File: config.mk
export PLATFORM = sky130hd
export DESIGN_NAME = fetch_stage_ctrl
export DESIGN_NICKNAME = d
export VERILOG_FILES = /design/src/rtl/riscv_pkg.sv /design/src/rtl/fetch_hold_buffer.sv /design/src/rtl/fetch_stage_ctrl.sv
export SDC_FILE = /design/constraint.sdc
export NUM_CORES = 1
export LEC_CHECK = 0
export CAP_MARGIN = 0
export CORE_MARGIN = 5
export CORE_UTILIZATION = 48
export CTS_CLUSTER_DIAMETER = 80
export DETAILED_ROUTE_END_ITERATION = 10
export PLACE_DENSITY = 0.78
export RECOVER_POWER = 25
export SYNTH_ARGS = -nofsm -noshare
export SYNTH_HDL_FRONTEND = slang
export SYNTH_SLANG_ARGS = --single-unit
File: constraint.sdc
create_clock -name clk -period 2.6 [get_ports clk]
set_input_delay 0.52 -clock clk [delete_from_list [all_inputs] [get_ports clk]]
set_output_delay 0.52 -clock clk [all_outputs]
set_load 0.02 [all_outputs]
File: src/rtl/riscv_pkg.sv
// Shared RISC-V front-end definitions: datapath width, bubble encoding and
// fetch FSM state encodings.
package riscv_pkg;

    localparam int unsigned XLEN      = 32;
    localparam logic [31:0] NOP_INSTR = 32'h0000_0013;  // addi x0,x0,0

    typedef enum logic [1:0] {
        FETCH_REQ  = 2'd0,  // presenting a request to the memory
        FETCH_WAIT = 2'd1,  // request accepted, response outstanding
        FETCH_HOLD = 2'd2,  // response parked in the hold buffer
        FETCH_DROP = 2'd3   // squashed request outstanding, discard its response
    } fetch_state_e;

    // The stall controls are driven together; any disagreement means "hold".
    function automatic logic fetch_consume(input logic pc_write, input logic if_id_write);
        return pc_write & if_id_write;
    endfunction

endpackage

File: src/rtl/fetch_hold_buffer.sv
// One-entry parking register for a fetched word that IF/ID could not accept.
module fetch_hold_buffer #(
    parameter int unsigned W = 32
) (
    input  logic         clk,
    input  logic         rst_n,
    input  logic         load,
    input  logic         clear,
    input  logic [W-1:0] din,
    output logic [W-1:0] dout,
    output logic         valid
);

    logic [W-1:0] data_q;
    logic         valid_q;

    // Capture on load; clear (flush or hand-off to IF/ID) wins over load.
    always_ff @(posedge clk or negedge rst_n) begin
        if (!rst_n) begin
            data_q  <= '0;
            valid_q <= 1'b0;
        end else if (clear) begin
            valid_q <= 1'b0;
        end else if (load) begin
            data_q  <= din;
            valid_q <= 1'b1;
        end
    end

    assign dout  = data_q;
    assign valid = valid_q;

endmodule

File: src/rtl/fetch_stage_ctrl.sv
// IF stage: owns the PC and the IF/ID register, issues one-outstanding
// fetches and reacts to load-use stalls and EX-stage branch flushes.
module fetch_stage_ctrl #(
    parameter int unsigned     XLEN      = riscv_pkg::XLEN,
    parameter logic [XLEN-1:0] RESET_PC  = '0,
    parameter logic [31:0]     NOP_INSTR = riscv_pkg::NOP_INSTR
) (
    input  logic            clk,
    input  logic            rst_n,
    input  logic            pc_write,
    input  logic            if_id_write,
    input  logic            flush,
    input  logic [XLEN-1:0] branch_target,
    output logic            imem_req,
    output logic [XLEN-1:0] imem_addr,
    input  logic            imem_ready,
    input  logic            imem_rsp_valid,
    input  logic [31:0]     imem_rsp_data,
    output logic [XLEN-1:0] if_id_pc,
    output logic [31:0]     if_id_instr,
    output logic            if_id_valid,
    output logic            fetch_stall
);
    import riscv_pkg::*;

    localparam logic [XLEN-1:0] PC_STEP    = XLEN'(4);
    localparam logic [XLEN-1:0] ALIGN_MASK = ~XLEN'(3);

    fetch_state_e    state_q, state_d;
    logic [XLEN-1:0] pc_q, pc_d;
    logic [XLEN-1:0] if_id_pc_q, if_id_pc_d;
    logic [31:0]     if_id_instr_q, if_id_instr_d;
    logic            if_id_valid_q, if_id_valid_d;

    logic            consume;
    logic            buf_load;
    logic            buf_clear;
    logic [31:0]     buf_data;
    logic            buf_valid;

    assign consume = fetch_consume(pc_write, if_id_write);

    fetch_hold_buffer #(
        .W (32)
    ) u_hold_buf (
        .clk   (clk),
        .rst_n (rst_n),
        .load  (buf_load),
        .clear (buf_clear),
        .din   (imem_rsp_data),
        .dout  (buf_data),
        .valid (buf_valid)
    );

    // FSM state, PC and IF/ID register.
    always_ff @(posedge clk or negedge rst_n) begin
        if (!rst_n) begin
            state_q       <= FETCH_REQ;
            pc_q          <= RESET_PC & ALIGN_MASK;
            if_id_pc_q    <= '0;
            if_id_instr_q <= NOP_INSTR;
            if_id_valid_q <= 1'b0;
        end else begin
            state_q       <= state_d;
            pc_q          <= pc_d;
            if_id_pc_q    <= if_id_pc_d;
            if_id_instr_q <= if_id_instr_d;
            if_id_valid_q <= if_id_valid_d;
        end
    end

    // Next state, PC update and IF/ID load/bubble/hold selection.
    always_comb begin
        state_d       = state_q;
        pc_d          = pc_q;
        if_id_pc_d    = if_id_pc_q;
        if_id_instr_d = if_id_instr_q;
        if_id_valid_d = if_id_valid_q;
        buf_load      = 1'b0;
        buf_clear     = 1'b0;

        if (flush) begin
            // Redirect beats everything: bubble IF/ID, drop any parked word.
            pc_d          = branch_target & ALIGN_MASK;
            if_id_pc_d    = pc_q;
            if_id_instr_d = NOP_INSTR;
            if_id_valid_d = 1'b0;
            buf_clear     = 1'b1;
            case (state_q)
                // A response arriving this very cycle retires the outstanding request.
                FETCH_WAIT: state_d = imem_rsp_valid ? FETCH_REQ : FETCH_DROP;
                FETCH_REQ:  state_d = imem_ready ? FETCH_DROP : FETCH_REQ;
                FETCH_HOLD: state_d = FETCH_REQ;
                FETCH_DROP: state_d = imem_rsp_valid ? FETCH_REQ : FETCH_DROP;
                default:    state_d = FETCH_REQ;
            endcase
        end else begin
            // Whenever IF/ID is writable and nothing is delivered, it takes a bubble.
            if (if_id_write) begin
                if_id_pc_d    = pc_q;
                if_id_instr_d = NOP_INSTR;
                if_id_valid_d = 1'b0;
            end
            case (state_q)
                FETCH_REQ: begin
                    if (imem_ready) begin
                        state_d = FETCH_WAIT;
                    end
                end
                FETCH_WAIT: begin
                    if (imem_rsp_valid) begin
                        if (consume) begin
                            if_id_pc_d    = pc_q;
                            if_id_instr_d = imem_rsp_data;
                            if_id_valid_d = 1'b1;
                            pc_d          = pc_q + PC_STEP;
                            state_d       = FETCH_REQ;
                        end else begin
                            buf_load = 1'b1;
                            state_d  = FETCH_HOLD;
                        end
                    end
                end
                FETCH_HOLD: begin
                    if (consume && buf_valid) begin
                        if_id_pc_d    = pc_q;
                        if_id_instr_d = buf_data;
                        if_id_valid_d = 1'b1;
                        pc_d          = pc_q + PC_STEP;
                        buf_clear     = 1'b1;
                        state_d       = FETCH_REQ;
                    end
                end
                FETCH_DROP: begin
                    if (imem_rsp_valid) begin
                        state_d = FETCH_REQ;
                    end
                end
                default: state_d = FETCH_REQ;
            endcase
        end
    end

    // Request and stall indications are forced low while reset is asserted.
    assign imem_req    = rst_n && (state_q == FETCH_REQ);
    assign fetch_stall = rst_n && (state_q != FETCH_HOLD);
    assign imem_addr   = pc_q;
    assign if_id_pc    = if_id_pc_q;
    assign if_id_instr = if_id_instr_q;
    assign if_id_valid = if_id_valid_q;

endmodule

# Word-level counts from Yosys, hierarchy flattened
# Index checks and enable logic that the tools add are counted.
[word_totals]
ff_bits = 132
elab_cells = 71
output_inout_bits = 99
[classes]
n_mux = 42
bitwise = 2
reduce_logical = 10
eq_ne = 9
add_sub_neg = 1
[ops]
columns = ["operator", "n"]
rows = [
  ["$mux 32", 14],
  ["$pmux 32 s2", 3],
  ["$add 32x3->32 const B", 1],
  ["$mux 2", 8],
  ["$ne 3x3->1 const B", 5],
  ["$mux 1", 14],
  ["$pmux 2 s4", 1],
  ["$reduce_and 4->1", 2],
  ["$pmux 2 s3", 1],
  ["$eq 2x2->1 const B", 2],
  ["$logic_and 1x1->1", 3],
  ["$reduce_bool 3->1", 1],
  ["$eq 2x1->1 const B", 1],
  ["$logic_not 2->1", 1],
  ["$ne 2x2->1 const B", 1],
  ["$pmux 1 s2", 1],
  ["$reduce_and 2->1", 1],
  ["$reduce_bool 2->1", 1],
  ["$reduce_or 2->1", 1],
  ["$and 1x1->1", 1],
  ["$not 1->1", 1],
]

# Depth between registers and ports, before layout
[depth]
word_depth = 7
depth_mapped = 9
ltp_nobuf = 7

# By module
# A second synthesis with hierarchy kept.
[hier_totals]
hier_cells = 562
area_unflattened_um2 = 6045.8
[modules_own_cells]
columns = ["module", "cells_each", "instances", "area_per_inst_um2", "seq_area_each_um2"]
rows = [
  ["fetch_stage_ctrl", 490, 1, 4654.5, 2431.1],
  ["fetch_hold_buffer", 72, 1, 1391.3, 825.8],
]

# Worst setup path after synthesis
# OpenSTA, ideal clock, no wires.
[synth_path]
kind = "flip-flop to flip-flop"
startpoint = "register state_q[0]"
endpoint = "register pc_q[31], in the netlist imem_addr[31]"
t_arrival_ns = 1.814
period_less_slack_ns = 1.938
stages_incl_launch_ff = 8
n_path_buf = 0
setup_slack_ns = 0.662
cell_sequence = "dfrtp_1 -> inv_1 -> ha_1 -> and2b_1 -> nor4_1 -> nand4_1 -> xnor2_1 -> mux2_2"
[synth_via]
elab_chain_len = 3
elab_cells_between_ends = 9
classes_between = "eq/ne: 5; mux: 2; reduce/logical: 2"
[synth_lines]
columns = ["element", "line", "rtl"]
rows = [
  ["from (decl)", "fetch_stage_ctrl.sv:29", "fetch_state_e state_q, state_d;"],
  ["from (signal assigned)", "fetch_stage_ctrl.sv:64", "state_q <= state_d;"],
  ["$eq 2x1->1 / $eq 2x2->1 (equally long branches)", "fetch_stage_ctrl.sv:104", "case (state_q)"],
  ["$ne 3x3->1 (no source line), or another cell as far along", "-", ""],
  ["$reduce_and 4->1 (no source line) / $mux 32 (equally long branches)", "-", ""],
  ["to (signal assigned)", "fetch_stage_ctrl.sv:59", "pc_q <= RESET_PC & ALIGN_MASK;"],
  ["to (signal assigned)", "fetch_stage_ctrl.sv:65", "pc_q <= pc_d;"],
  ["to (decl)", "fetch_stage_ctrl.sv:30", "logic [XLEN-1:0] pc_q, pc_d;"],
]
# Several ways; a longest one is shown, not always the timed one.
# A chain may end at the register's enable or synchronous reset.

# Worst setup path after layout
[layout_path]
startpoint = "register state_q[0]"
endpoint = "output fetch_stall"
[layout_via]
elab_chain_len = 2
[layout_lines]
columns = ["element", "line", "rtl"]
rows = [
  ["$ne 2x2->1", "fetch_stage_ctrl.sv:146", "assign fetch_stall = rst_n && (state_q != FETCH_HOLD);"],
  ["$logic_and 1x1->1", "fetch_stage_ctrl.sv:146", ""],
  ["to (decl)", "fetch_stage_ctrl.sv:22", "output logic fetch_stall"],
]
# Every way passes these cells.

==> summary.md <==
| Metric | Value |
|---|---|
| Status | finished, final reports clean |
| VDD IR max | 0.000522 V |
| Htree depth | 4 |
| Clock latency at the later pin of the worst-skew pair | 410 ps |
| First-pass GRT wire length | 26,900 um |
| DRT iter0 DRCs | 494 |
| Final Skew | 6.64 ps |
| Arr. time, crit path | 1960 ps |
| Top cell type by total area after synthesis | dfrtp_1 |
| Leak | 0.00351 uW |
| Number of synthesized register bits | 130 |
| Cell Rows | 40 |
| Num Clock Sinks | 130 |
| Final setup fails | 0 |
| Pwr/cell area | 846 nW/um2 |
| Final Critical Period | 2480 ps |
| Via count | 5,046 |
| Final Core Density | 69.0% |
| Clock Path Buffers | 2 |
| Port bufs | 165 |
| DR DRC count | 0 |
| Final #Nets | 801 |
| Antenna Nets Post-Route | 0 |
| DP Worst Slack | 169 ps |
| Number of buffers created by CTS | 17 |
| Maxcap violations | 0 |
| I/O pins | 170 |
| Async set-reset flop share out of synthesis | 100% |
| CTS tree | yes |
| R2R setup slack | 390 ps |
| Seq/Total Area, Yosys | 54.9% |
| Critical path class | reg2out |
| Area growth syn-to-layout | 40.4% |
| Worst reg2reg endpoint | imem_addr[31] |
| Max FO, Critical Path | 6 |
| Synth Area per Inst | 10.6 um2 |
| Max_slew headroom | 23.1% |
| Seq pwr share | 40.1% |
| Fmax | 402 MHz |
| Setup TNS | 0 ps |
| Synth Instances | 561 |
| Antenna cells | 0 |
| GRT Total Usage | 23.3% |
| Top FF cell, synth | dfrtp_1 |
| Clock network fraction of design power | 31.1% |
| Drt wl/cell | 18.4 um |
| Area share of the largest cell type after synthesis | 53.6% |
| Post-synth EDFFs | 0 |
| Synthesized area | 5930 um2 |
| Initial Utilization | 49.2% |
| Post-CTS setup buffer count | 0 |
| Final GP Congestion | 0.794 |
| Worst setup margin | 115 ps |
| Clock slew at reported path FFs | 50 ps |
| Hold_ws | 275 ps |
| GRT overflow | 0 |
| Placed wire-length estimate | 11,500 um |
| RR Startpoint | state_q[1] |
| HP Class | in2async |
| Combinational power share | 28.8% |
| Final wirelength | 16,600 um |
| Vias per inst | 5.58 |
| Final hold viol count | 0 |
| FILL cells | 900 |
| Layout cell share with drive strength beyond 1 | 13.0% |
| Critical Path Sink Type | output port |
| Count of cell types in the netlist | 48 |
| Pre-antenna DRT Iters | 7 |
| Worst-Margin Slew | 1150 ps |
| CTS root buf | clkbuf_16 |
| Synth warnings | 0 |
| Switching share of power | 31.4% |
| RSZ-0062 raised after global routing | false |
| Worst R2R Path Depth | 7 |
| Die Footprint | 14,700 um2 |
| Final worst path period share | 95.6% |
| Top post-synthesis cells by area | dfrtp_1 (54%), nand2_1 (6.6%), mux2_2 (6.3%), a222oi_1 (4.9%), a21oi_1 (3.1%) |
| Pins Over Slew Limit | 0 |
| NetSw | 2210 uW |
| Pin count of the biggest net entering global routing | 62 |
| Core box area | 12,100 um2 |
| Die Wd | 121 um |
| Worst Path Required | 2080 ps |
| P_int | 4830 uW |
| Die Y | 121 um |
| Vias in the first global route | 5,294 |
| Crit start category | flop |
| Initial antenna violation count | 0 |
metrics by stage:
step / total power, uW / std cells / cell area [um2]
floorplan: 3960 / 562 / 5930
global placement: 4780 / 872 / 7780
detailed placement: 4900 / 872 / 7780
CTS: 7110 / 904 / 8330
global route: 7410 / 904 / 8320
finish: 7040 / 904 / 8320
sequential cells by signal (all words and copies together) (netlist names):
register	count
if_id_pc	32
imem_addr	30
if_id_instr	32
if_id_valid	1
u_hold_buf.dout	32
u_hold_buf.valid	1
state_q	2
final cells by class:
class,count,area [um2],share of cell area (%)
Inverter,7,26.3,0.316
Clock inverter,6,55.1,0.661
Timing Repair Buffer,183,1830,22.0
Tap cell,168,210,2.53
Clock buffer,25,485,5.83
Multi-Input combinational cell,385,2460,29.6
Sequential cell,130,3260,39.1
Yosys cell counts (3+ instances only):
| master | n |
|---|---|
| and2_1 | 3 |
| clkbuf_1 | 22 |
| inv_1 | 7 |
| nor2_1 | 41 |
| dfstp_2 | 3 |
| nand2_1 | 104 |
| nand4_1 | 18 |
| mux2_2 | 33 |
| a21oi_1 | 37 |
| nor3_1 | 3 |
| nand3_1 | 9 |
| o2bb2ai_1 | 3 |
| dfrtp_1 | 127 |
| xor2_1 | 21 |
| o21ai_1 | 22 |
| buf_4 | 9 |
| o21ai_0 | 11 |
| xnor2_1 | 8 |
| ha_1 | 6 |
| buf_2 | 6 |
| and3_1 | 6 |
| a222oi_1 | 29 |
layout by cell type, fill, tap and decap left out, types with 7 or more instances in the layout:
cell | netlist | layout
mux2_2 | 33 | 33
a222oi_1 | 29 | 29
buf_4 | 9 | 13
nand4_1 | 18 | 18
nand3_1 | 9 | 9
clkdlybuf4s50_1 | 0 | 163
o21ai_0 | 11 | 11
dfrtp_1 | 127 | 127
xor2_1 | 21 | 21
xnor2_1 | 8 | 8
inv_1 | 7 | 7
a21oi_1 | 37 | 36
clkbuf_16 | 0 | 17
nor2_1 | 41 | 38
o21ai_1 | 22 | 22
nand2_1 | 104 | 104
kinds of logic (layout without fill, tap and decap cells):
logic type / count (synthesis) / after routing / share of synthesized area (%)
adders and majority gates: 6 / 6 / 1.27
DFF: 130 / 130 / 54.9
other: 1 / 2 / 0.0632
buffers and inverters: 47 / 221 / 3.92
xor gates and xnor gates: 29 / 29 / 4.28
AOI/OAI and AO/OA: 108 / 108 / 12.2
muxes: 36 / 36 / 6.79
and+or+nand+nor: 204 / 204 / 16.5
critical path, cell delays in order, from the launching register on:
cell and delay (ps):
dfrtp_1 400, inv_1 100, ha_1 310, nor2b_1 140
clkdlybuf4s50_1 610
repair_timing:
action                                 CTS  global route
hold buffers                             1             0
endpoints found under the hold margin   21             0
resized for setup                        0             0
worst max path at each step:
stage | from | end | slack [ps] | depth (start not counted)
2_1_floorplan | state_q[0] | imem_addr[31] | 660 | 7
3_3_place_gp | imem_rsp_valid | imem_addr[31] | 190 | 6
6_report | state_q[0] | fetch_stall | 120 | 4
4_1_cts | state_q[0] | fetch_stall | 80 | 4
5_1_grt | state_q[0] | fetch_stall | 7 | 4
3_5_place_dp | imem_rsp_valid | imem_addr[17] | 170 | 7
power groups by stage:
stage               combinational [uW]  sequential, uW  clock [uW]
floorplan                          929            3030           0
global placement                  1970            2810           0
detailed placement                2040            2860           0
CTS                               2050            2830        2230
global route                      2200            2890        2320
finish                            2030            2830        2190
metal layers:
layer | GRT usage [%] | part of all wire, % | vias to the layer above
met5 | 0 | 0 | -
met4 | 7.07 | 1.4 | 0
met3 | 8.53 | 9.5 | 17
met2 | 39.8 | 51 | 216
met1 | 27.4 | 38 | 2510
li1 | - | - | 2303
Note: power is estimated with default switching activity, not from simulation.
